--- src/rtl/p14_flappy_pkg.sv ---
// p14_flappy_pkg: VGA timing, colours, 3x5 digit font and converter state shared by the flappy VGA blocks
package p14_flappy_pkg;
  localparam logic [10:0] H_VIS = 11'd640, H_SYNC_S = 11'd656, H_SYNC_E = 11'd752, H_TOTAL = 11'd800;
  localparam logic [10:0] V_VIS = 11'd480, V_SYNC_S = 11'd490, V_SYNC_E = 11'd492, V_TOTAL = 11'd525;
  localparam logic [5:0] C_SCORE = 6'b111111, C_BIRD = 6'b111100, C_PIPE = 6'b001100, C_SKY = 6'b000111;
  localparam logic [0:9][0:14] FONT = {
    15'b111_101_101_101_111, 15'b010_110_010_010_111, 15'b111_001_111_100_111, 15'b111_001_111_001_111,
    15'b101_101_111_001_001, 15'b111_100_111_001_111, 15'b111_100_111_101_111, 15'b111_001_001_001_001,
    15'b111_101_111_101_111, 15'b111_101_111_001_111};
  typedef enum logic {BCD_IDLE, BCD_BUSY} bcd_state_e;
  function automatic logic font_px(input logic [3:0] dig, input logic [10:0] dx, input logic [10:0] dy);
    return dig <= 4'd9 && dx < 11'd12 && dy < 11'd20 && FONT[dig][4'((dy >> 2) * 11'd3 + (dx >> 2))];
  endfunction
endpackage

--- src/rtl/p14_flappy_renderer_if.sv ---
// p14_flappy_renderer_if: game-control state bus from the game logic to the renderer
interface p14_flappy_renderer_if;
  logic [8:0] bird_pos;
  logic [8:0] hole_pos;
  logic [9:0] pipe_pos;
  logic [7:0] score;
  logic game_v_sync;
  modport master (output bird_pos, hole_pos, pipe_pos, score, input game_v_sync);
  modport slave (input bird_pos, hole_pos, pipe_pos, score, output game_v_sync);
endinterface

--- src/rtl/p14_bin2bcd_seq.sv ---
// p14_bin2bcd_seq: sequential double-dabble, one shift per clock, 8-bit binary to 3 BCD digits
module p14_bin2bcd_seq
  import p14_flappy_pkg::*;
(
  input  logic clk,
  input  logic rst,
  input  logic start,
  input  logic [7:0] bin,
  output logic busy,
  output logic done,
  output logic [11:0] bcd
);
  bcd_state_e state_q, state_d;
  logic [7:0] sh_q, sh_d;
  logic [11:0] acc_q, acc_d, adj;
  logic [2:0] cnt_q, cnt_d;
  always_comb begin
    adj = acc_q;
    for (int i = 0; i < 3; i++)
      adj[4*i +: 4] = acc_q[4*i +: 4] >= 4'd5 ? acc_q[4*i +: 4] + 4'd3 : acc_q[4*i +: 4];
    busy = state_q == BCD_BUSY;
    done = busy && cnt_q == 3'd7;
    bcd = 12'({adj, sh_q[7]});
    state_d = start ? BCD_BUSY : done ? BCD_IDLE : state_q;
    sh_d = start ? bin : busy ? {sh_q[6:0], 1'b0} : sh_q;
    acc_d = start ? '0 : busy ? bcd : acc_q;
    cnt_d = start ? '0 : busy ? cnt_q + 3'd1 : cnt_q;
  end
  always_ff @(posedge clk) begin
    if (rst) begin
      state_q <= BCD_IDLE;
      sh_q <= '0;
      acc_q <= '0;
      cnt_q <= '0;
    end else begin
      state_q <= state_d;
      sh_q <= sh_d;
      acc_q <= acc_d;
      cnt_q <= cnt_d;
    end
  end
endmodule

--- src/rtl/p14_flappy_renderer.sv ---
// p14_flappy_renderer: VGA timing generator with per-frame shadow latch drawing sky, pipe, bird and 3-digit score
module p14_flappy_renderer
  import p14_flappy_pkg::*;
#(
  parameter logic [10:0] BIRD_X = 11'd100,
  parameter logic [10:0] BIRD_SIZE = 11'd16,
  parameter logic [10:0] PIPE_W = 11'd64,
  parameter logic [10:0] GAP_LO = 11'd50,
  parameter logic [10:0] GAP_HI = 11'd150,
  parameter logic [10:0] SCORE_X = 11'd8,
  parameter logic [10:0] SCORE_Y = 11'd8,
  parameter logic [10:0] HV = H_VIS,
  parameter logic [10:0] HSS = H_SYNC_S,
  parameter logic [10:0] HSE = H_SYNC_E,
  parameter logic [10:0] HT = H_TOTAL,
  parameter logic [10:0] VV = V_VIS,
  parameter logic [10:0] VSS = V_SYNC_S,
  parameter logic [10:0] VSE = V_SYNC_E,
  parameter logic [10:0] VT = V_TOTAL
) (
  input  logic clk,
  input  logic rst,
  p14_flappy_renderer_if.slave bus,
  output logic hsync,
  output logic vsync,
  output logic display_on,
  output logic [5:0] rgb
);
  logic [10:0] h_q, h_d, v_q, v_d, bird_y, hole_y, pipe_x;
  logic [8:0] bird_q, bird_d, hole_q, hole_d;
  logic [9:0] pipe_q, pipe_d;
  logic [7:0] score_q, score_d;
  logic [11:0] dig_q, dig_d, bcd;
  logic [5:0] rgb_q, rgb_d;
  logic hs_q, hs_d, vs_q, vs_d, de_q, de_d, gvs_q, gvs_d;
  logic latch, vis, pipe_px, bird_px, score_px, bcd_busy, bcd_done;
  p14_bin2bcd_seq u_bcd (
    .clk(clk), .rst(rst), .start(latch && !bcd_busy), .bin(score_d),
    .busy(bcd_busy), .done(bcd_done), .bcd(bcd)
  );
  always_comb begin
    latch = h_q == '0 && v_q == VT - 11'd1;
    h_d = h_q == HT - 11'd1 ? '0 : h_q + 11'd1;
    v_d = h_q != HT - 11'd1 ? v_q : v_q == VT - 11'd1 ? '0 : v_q + 11'd1;
    bird_d = latch ? bus.bird_pos : bird_q;
    hole_d = latch ? bus.hole_pos : hole_q;
    pipe_d = latch ? bus.pipe_pos : pipe_q;
    score_d = latch ? bus.score : score_q;
    dig_d = bcd_done ? bcd : dig_q;
    bird_y = {2'b0, bird_q};
    hole_y = {2'b0, hole_q};
    pipe_x = {1'b0, pipe_q};
    vis = h_q < HV && v_q < VV;
    pipe_px = h_q < pipe_x && h_q + PIPE_W >= pipe_x && !(v_q > hole_y + GAP_LO && v_q < hole_y + GAP_HI);
    bird_px = h_q >= BIRD_X && h_q < BIRD_X + BIRD_SIZE && v_q >= bird_y && v_q < bird_y + BIRD_SIZE;
    score_px = 1'b0;
    for (int d = 0; d < 3; d++)
      score_px = score_px | font_px(dig_q[4*(2-d) +: 4], h_q - SCORE_X - 11'(16*d), v_q - SCORE_Y);
    rgb_d = !vis ? '0 : score_px ? C_SCORE : bird_px ? C_BIRD : pipe_px ? C_PIPE : C_SKY;
    hs_d = !(h_q >= HSS && h_q < HSE);
    vs_d = !(v_q >= VSS && v_q < VSE);
    de_d = vis;
    gvs_d = v_q < VV;
  end
  always_ff @(posedge clk) begin
    if (rst) begin
      h_q <= '0;
      v_q <= '0;
      bird_q <= 9'd265;
      hole_q <= 9'd165;
      pipe_q <= 10'd600;
      score_q <= '0;
      dig_q <= '0;
      rgb_q <= '0;
      hs_q <= 1'b1;
      vs_q <= 1'b1;
      de_q <= 1'b0;
      gvs_q <= 1'b1;
    end else begin
      h_q <= h_d;
      v_q <= v_d;
      bird_q <= bird_d;
      hole_q <= hole_d;
      pipe_q <= pipe_d;
      score_q <= score_d;
      dig_q <= dig_d;
      rgb_q <= rgb_d;
      hs_q <= hs_d;
      vs_q <= vs_d;
      de_q <= de_d;
      gvs_q <= gvs_d;
    end
  end
  assign hsync = hs_q;
  assign vsync = vs_q;
  assign display_on = de_q;
  assign rgb = rgb_q;
  assign bus.game_v_sync = gvs_q;
endmodule

--- src/flat_wrapper.sv ---
// flat-port wrapper written by rule: the top's interface ports become plain ports
module p14_flappy_renderer_flat import p14_flappy_pkg::*;
#(
  parameter logic [10:0] BIRD_X = 11'd100,
  parameter logic [10:0] BIRD_SIZE = 11'd16,
  parameter logic [10:0] PIPE_W = 11'd64,
  parameter logic [10:0] GAP_LO = 11'd50,
  parameter logic [10:0] GAP_HI = 11'd150,
  parameter logic [10:0] SCORE_X = 11'd8,
  parameter logic [10:0] SCORE_Y = 11'd8,
  parameter logic [10:0] HV = H_VIS,
  parameter logic [10:0] HSS = H_SYNC_S,
  parameter logic [10:0] HSE = H_SYNC_E,
  parameter logic [10:0] HT = H_TOTAL,
  parameter logic [10:0] VV = V_VIS,
  parameter logic [10:0] VSS = V_SYNC_S,
  parameter logic [10:0] VSE = V_SYNC_E,
  parameter logic [10:0] VT = V_TOTAL
)
  (clk, rst, hsync, vsync, display_on, rgb, bus_bird_pos, bus_hole_pos, bus_pipe_pos, bus_score, bus_game_v_sync);
  p14_flappy_renderer_if bus_i ();
  input  logic clk;
  input  logic rst;
  output logic hsync;
  output logic vsync;
  output logic display_on;
  output logic [5:0] rgb;
  input wire logic [$bits(bus_i.bird_pos)-1:0] bus_bird_pos;
  input wire logic [$bits(bus_i.hole_pos)-1:0] bus_hole_pos;
  input wire logic [$bits(bus_i.pipe_pos)-1:0] bus_pipe_pos;
  input wire logic [$bits(bus_i.score)-1:0] bus_score;
  output wire logic [$bits(bus_i.game_v_sync)-1:0] bus_game_v_sync;
  assign bus_i.bird_pos = bus_bird_pos;
  assign bus_i.hole_pos = bus_hole_pos;
  assign bus_i.pipe_pos = bus_pipe_pos;
  assign bus_i.score = bus_score;
  assign bus_game_v_sync = bus_i.game_v_sync;
  p14_flappy_renderer #(.BIRD_X(BIRD_X), .BIRD_SIZE(BIRD_SIZE), .PIPE_W(PIPE_W), .GAP_LO(GAP_LO), .GAP_HI(GAP_HI), .SCORE_X(SCORE_X), .SCORE_Y(SCORE_Y), .HV(HV), .HSS(HSS), .HSE(HSE), .HT(HT), .VV(VV), .VSS(VSS), .VSE(VSE), .VT(VT)) u_core (.clk(clk), .rst(rst), .bus(bus_i), .hsync(hsync), .vsync(vsync), .display_on(display_on), .rgb(rgb));
endmodule
--- config.mk ---
export PLATFORM = sky130hd
export DESIGN_NAME = p14_flappy_renderer_flat
export DESIGN_NICKNAME = d
export VERILOG_FILES = /design/src/rtl/p14_flappy_pkg.sv /design/src/rtl/p14_flappy_renderer_if.sv /design/src/rtl/p14_bin2bcd_seq.sv /design/src/rtl/p14_flappy_renderer.sv /design/src/flat_wrapper.sv
export SDC_FILE = /design/constraint.sdc
export NUM_CORES = 1
export LEC_CHECK = 0
export CORE_MARGIN = 2
export CORE_UTILIZATION = 25
export DETAILED_ROUTE_END_ITERATION = 8
export GPL_ROUTABILITY_DRIVEN = 0
export GPL_TIMING_DRIVEN = 0
export PLACE_DENSITY = 0.46
export SYNTH_ARGS = -nofsm -noshare
export SYNTH_HDL_FRONTEND = slang
export SYNTH_SLANG_ARGS = --single-unit
--- constraint.sdc ---
create_clock -name clk -period 2.9 [get_ports clk]
set_input_delay 0.58 -clock clk [delete_from_list [all_inputs] [get_ports clk]]
set_output_delay 0.58 -clock clk [all_outputs]
set_load 0.05 [all_outputs]
==> results of run 1 <==
[synthesized netlist by cell type, types with 2 or more instances]
cell type	n
nand2_1	101
ha_1	98
dfxtp_1	94
a21oi_1	77
nor2_1	77
inv_1	59
clkbuf_1	40
o21ai_0	33
xnor2_1	31
nand3_1	25
xor2_1	21
nor3_1	18
a211oi_1	16
mux2i_1	16
nor2b_1	13
nand2b_1	11
nor3b_1	10
a31oi_1	9
nand4_1	9
o21bai_1	9
a211o_1	7
a21o_1	7
or3_1	7
nand3b_1	6
a2111oi_0	5
and4_1	5
o211ai_1	5
o21a_1	5
a221oi_1	4
and3_1	4
buf_2	4
o31ai_1	4
buf_1	3
nor4_1	3
nor4b_1	3
o2111ai_1	3
or4_1	3
a221o_1	2
buf_4	2
mux2_2	2
[routing by layer]
metal	global-route usage, %	wire, um
met3	1.81	576
met1	20.4	10500
met4	3.27	203
met2	20.7	7990
met5	0	0
[flip-flops by register name, indices dropped and copies added (netlist names), 3 cells and up]
name,count
u_core.rgb,4
u_core.u_bcd.cnt_q,3
u_core.pipe_q,10
u_core.u_bcd.acc_q,12
u_core.h_q,11
u_core.bird_q,9
u_core.dig_q,12
u_core.u_bcd.sh_q,8
u_core.v_q,11
u_core.hole_q,9
[power by group through the flow]
| stage | logic, W | registers, W | clock network [W] |
|---|---|---|---|
| after global routing | 0.000186 | 0.00130 | 0.00140 |
| after detailed placement | 0.000166 | 0.00133 | 0 |
| after global placement | 0.000166 | 0.00133 | 0 |
| after floorplan | 0.0000709 | 0.00134 | 0 |
| final | 0.000171 | 0.00130 | 0.00131 |
| after CTS | 0.000171 | 0.00130 | 0.00134 |
[worst reg2reg max path: stages, from the launching register on]
cell	delay (ns)
dfxtp_4	0.37
inv_4	0.05
ha_4	0.24
fa_1	0.50
buf_6	0.14
nor2b_4	0.16
a221oi_2	0.07
or4_4	0.54
nand3_2	0.08
mux2i_1	0.09
and4_1	0.17
o21a_1	0.20
o21bai_1	0.17
[final timing paths]
check,endpoint,slack (ns),cells past startpoint
max,u_core.rgb[4],0.001,12
min,u_core.bird_q[2],0.46,2
max reg2reg,u_core.rgb[4],0.001,12
min reg2reg,u_core.bird_q[2],0.46,2
[per-stage QoR]
stage	total power, W	TNS [ns]	hold slack, ns	cell area, sq um
floorplan	0.00141	0	0.436	6930
global route	0.00289	-0.438	0.477	8440
CTS	0.00281	-0.0620	0.462	8340
global placement	0.00150	-2.62	0.445	7830
detailed placement	0.00150	-2.40	0.452	7830
finish	0.00278	0	0.461	8440
[cells by family after synthesis]
kind of cell	count (synthesis)	share of synthesized area, %
buffers and inverters	110	6.28
adders and majority gates	99	18.1
xor gates and xnor gates	52	6.61
muxes	18	2.65
DFF	94	27.3
AOI/OAI and AO/OA	196	18.1
and+or+nand+nor	302	21.0
[timing repair]
action	CTS	global route
gates resized for setup	34	21
setup buffers	9	2
pin swaps	13	9
endpoints found under the setup margin	6	41
gates cloned	0	0
[layout make-up]
class                   count  area, sq um  share of cell area (%)
plain buffers              48          219                    2.60
clock buffers               9          225                    2.67
clock inverters             7         87.6                    1.04
inverters                  60          235                    2.79
multi-input cells         667         4790                    56.8
flip-flops and latches     94         1900                    22.5
well taps                 341          427                    5.06
repair buffers             58          553                    6.56
==> impl_metrics.tcl, run 1 <==
set metrics [dict create \
    status "finished clean" \
    cp.required_ns 3.14 \
    drive_above_1_share_pct 7.95 \
    pre_cts_ws_ns -0.767 \
    ios 48 \
    htreeDepth 3 \
    ir_drop_mv 0.193 \
    synth_top_area_cell "dfxtp_1" \
    wl_mm 19.3 \
    slew_headroom_pct 46.9 \
    path_buf_inv 2 \
    cts_tree "yes" \
    synth_seq_area_share_pct 27.3 \
    combPwrFrac_pct 6.2 \
    seqPwrFrac_pct 46.8 \
    p_leak_nw 3.26 \
    insertedDiodeCount 0 \
    netlist_area_sq_um 6890 \
    maxSlewViolCount 0 \
    maxCapViolCount 0 \
    track_usage_pct 13.7 \
    swShare_pct 25.6 \
    fp.dieW_um 170 \
    p_switching_w 0.000710 \
    yosysWarningCount 0 \
    synth_seq_cells 94 \
    port_buffers 47 \
    core_sq_um 27000 \
    synth_top_area_share_pct 27.3 \
    overflow 0 \
    fin_crit_ns 2.90 \
    nets 1075 \
    netlist_top_cells_area "dfxtp_1, ha_1, a21oi_1" \
    final-instance-count-excl-fill 1284 \
    cpPeakStageDelay_ns 0.54 \
    rsz0062_at_grt "true" \
    routedWlPerCell_um 15.0 \
    setup_violations 0 \
    place.detailed.hpwl_mm 14.6 \
    clkSlewWorstSetupHoldPaths_ns 0.08 \
    startpoint_type "flip-flop" \
    clock_latency_ns 0.36 \
    area_delta_synth_final_pct 22.4 \
    fin_skew_ns 0.0124 \
    slowest_stage "or4_4" \
    drt_iter0_drc 286 \
    cp.arrival_ns 3.14 \
    num-fill-cells 2928 \
    final_cell_mix "nand2_1, ha_1, dfxtp_1" \
    antenna_left 0 \
    crit_chain "inv_4 > ha_4 > fa_1 > buf_6 > nor2b_4 > a221oi_2 > or4_4 > nand3_2 > mux2i_1 > and4_1 > o21a_1 > o21bai_1" \
    cts_made_buffers 9 \
    min_from "u_core.bird_q[2]" \
    cts_buffer_depth 2 \
    dr.pass1.iters 6 \
    final_common_cell "nand2_1" \
    crit-reg2reg-launch "u_core.v_q[3]" \
    synth_cell_types 60 \
    viasPerCell 4.69 \
    die-height_um 170 \
    report.final.hold_viol_count 0 \
    synth_nets 1008 \
    clockPowerShare_pct 47.1 \
    max_freq_mhz 345 \
    critPathLaunch "u_core.v_q[3]" \
    crit_family "simple AND/OR/NAND/NOR gates" \
    tightest_slew_ns 0.791 \
    start_util_pct 25.5 \
    setup_ws_ns 0.00133 \
    period_share_pct 100 \
    critPathKind "flip-flop to flip-flop" \
    drc 0 \
    power_density_nw_per_um2 329 \
    synth-edff-count 0 \
    holdCritPathClass "flip-flop to flip-flop" \
    antenna_found_initial 0 \
    root_buffer "clkbuf_16" \
    placedCellCount 1259 \
    intPower_w 0.00207 \
    synth_cells 871 \
    num_rows 60 \
    end_kind "flip-flop" \
    synthFlopType "dfxtp_1" \
    grt_max_degree 19 \
    async_reset_ff_share_pct 0 \
    clock_sinks 94 \
    final_util_pct 31.2 \
    vias 6026 \
    die_area_sq_um 28900 \
    synth.avg_cell_area_sq_um 7.91 \
    grt_pass1_vias 5792 \
    holdBufCountCts 0 \
    cp_max_fo 7 \
    grt_pass1_wl_mm 31.3 \
]
No activity file was read; power rests on OpenSTA's default activity.
==> run 2, diff against run 1 <==
Settings changed: PLACE_DENSITY 0.46 to default.
==> run 2 against run 1 <==
  * The run now ends with negative setup slack left
  * First-iteration DRC count is 2.4% higher
  * Wire length is 6.1% lower
  * Sequential power about the same
  * Via count rose by 2.0%
  * Final cell count about the same
  * Sequential cell count stayed put
  * Critical path depth up 1
  * Utilization about the same
  * Worst hold slack got worse by 0.0012 ns
  * Fmax is 0.69% lower
  * Global-route usage shrank 0.77 points
==> impl_metrics.tcl, run 2 (synthesized netlist as in run 1, its figures left out) <==
set metrics [dict create \
    status "finished with violations" \
    violations "negative setup slack" \
    place.detailed.hpwl_mm 13.8 \
    setup_ws_ns -0.0188 \
    drt_iter0_drc 293 \
    die-height_um 170 \
    overflow 0 \
    start_util_pct 25.5 \
    wl_mm 18.1 \
    setup_violations 2 \
    regArea_sq_um 1900 \
    final_util_pct 31.2 \
    max_freq_mhz 343 \
    maxSlewViolCount 0 \
    crit_family "compound AO/OA/AOI/OAI gates" \
    antenna_found_initial 0 \
    root_buffer "clkbuf_16" \
    power_density_nw_per_um2 314 \
    fin_skew_ns 0.0113 \
    seqPwrFrac_pct 49.1 \
    num-fill-cells 2884 \
    p_switching_w 0.000669 \
    fin_crit_ns 2.92 \
    pre_cts_ws_ns -0.696 \
    multi_input_area_sq_um 4790 \
    clkSlewWorstSetupHoldPaths_ns 0.07 \
    end_kind "flip-flop" \
    grt_pass1_wl_mm 30.1 \
    rsz0062_at_grt "true" \
    viasPerCell 4.78 \
    cp.arrival_ns 3.15 \
    drc 0 \
    cts_tree "yes" \
    reg.largest.list "u_core.dig_q x12, u_core.u_bcd.acc_q x12" \
    period_share_pct 101 \
    tightest_slew_ns 0.780 \
    startpoint_type "flip-flop" \
    slew_headroom_pct 47.6 \
    die_area_sq_um 28900 \
    clockPowerShare_pct 44.4 \
    path_buf_inv 4 \
    maxCapViolCount 0 \
    crit-reg2reg-launch "u_core.v_q[3]" \
    insertedDiodeCount 0 \
    grt_max_degree 19 \
    cts_made_buffers 9 \
    track_usage_pct 12.9 \
    ios 48 \
    final_common_cell "nand2_1" \
    final_cell_mix "nand2_1, ha_1, dfxtp_1" \
    critPathKind "flip-flop to flip-flop" \
    clock_latency_ns 0.36 \
    vias 6146 \
    crit_chain "inv_4 > ha_4 > fa_1 > buf_6 > buf_4 > clkbuf_8 > or3_1 > a21oi_2 > a31oi_2 > nand3_2 > a31oi_4 > o21a_2 > o21bai_1" \
    dr.pass1.iters 4 \
    intPower_w 0.00198 \
    area_delta_synth_final_pct 22.3 \
    report.final.hold_viol_count 0 \
    swShare_pct 25.3 \
    grt_pass1_vias 5909 \
    num_rows 60 \
    clock_sinks 94 \
    p_leak_nw 3.26 \
    cts_buffer_depth 2 \
    antenna_left 0 \
    cpPeakStageDelay_ns 0.44 \
    nets 1076 \
    slowest_stage "fa_1" \
    port_buffers 47 \
    ir_drop_mv 0.237 \
    cp_max_fo 10 \
    critPathLaunch "u_core.v_q[3]" \
    fp.dieW_um 170 \
    core_sq_um 27000 \
    holdCritPathClass "flip-flop to flip-flop" \
    combPwrFrac_pct 6.5 \
    min_from "u_core.pipe_q[7]" \
    cp.required_ns 3.13 \
    htreeDepth 3 \
    drive_above_1_share_pct 8.26 \
    routedWlPerCell_um 14.1 \
]
-- run 2: power groups by stage --
stage / clock network, W / registers [W] / logic, W
2_1_floorplan: 0 / 0.00134 / 0.0000709
3_3_place_gp: 0 / 0.00133 / 0.000163
3_5_place_dp: 0 / 0.00133 / 0.000164
4_1_cts: 0.00121 / 0.00130 / 0.000169
5_1_grt: 0.00125 / 0.00130 / 0.000185
6_report: 0.00117 / 0.00130 / 0.000171
-- run 2: stage by stage --
step           total power [W]  hold WS (ns)  cells  cell area, sq um  setup TNS [ns]
2_1_floorplan          0.00141         0.436    871              6930               0
3_3_place_gp           0.00149         0.442   1259              7830           -2.09
3_5_place_dp           0.00149         0.450   1259              7830           -2.02
4_1_cts                0.00268         0.460   1284              8350         -0.0135
5_1_grt                0.00273         0.480   1285              8420          -0.290
6_report               0.00264         0.459   1285              8420         -0.0307
-- run 2: tightest hold or removal path: stages, from the launching register on --
cell and delay (ns):
dfxtp_1 0.31, nand2_1 0.05, a21oi_1 0.05
-- run 2: repair_timing --
action	CTS	global route
pin swaps	17	7
cloned	0	0
endpoints found under the setup margin	4	22
gates resized for setup	38	18
buffers inserted	9	3
hold buffers	0	0
-- run 2: final cells by class --
class,instances,area share [%]
multi-input combinational,667,56.9
sequential,94,22.5
timing repair buffer,59,6.65
tap,341,5.07
inverter,60,2.75
clock buffer,9,2.67
buffer,48,2.63
clock inverter,7,0.802
-- run 2: path summary, 6_finish.rpt --
| kind | endpoint | slack [ns] | depth (start not counted) |
|---|---|---|---|
| max | u_core.rgb[4] | -0.02 | 13 |
| min | u_core.pipe_q[7] | 0.46 | 2 |
| min reg2reg | u_core.pipe_q[7] | 0.46 | 2 |
| max reg2reg | u_core.rgb[4] | -0.02 | 13 |
-- run 2: metal layers --
layer | vias up | GRT usage [%] | wire, um
li1 | 3155 | - | -
met1 | 2874 | 18.1 | 9260
met2 | 99 | 20.6 | 8060
met3 | 18 | 1.63 | 532
met4 | 0 | 3.83 | 272
met5 | - | 0 | 0
==> run 3, diff against run 2 <==
Settings changed: CAP_MARGIN from default to 10.
==> results of run 3 <==
No change in the layout: final DEF, timing and power equal those of run 2.
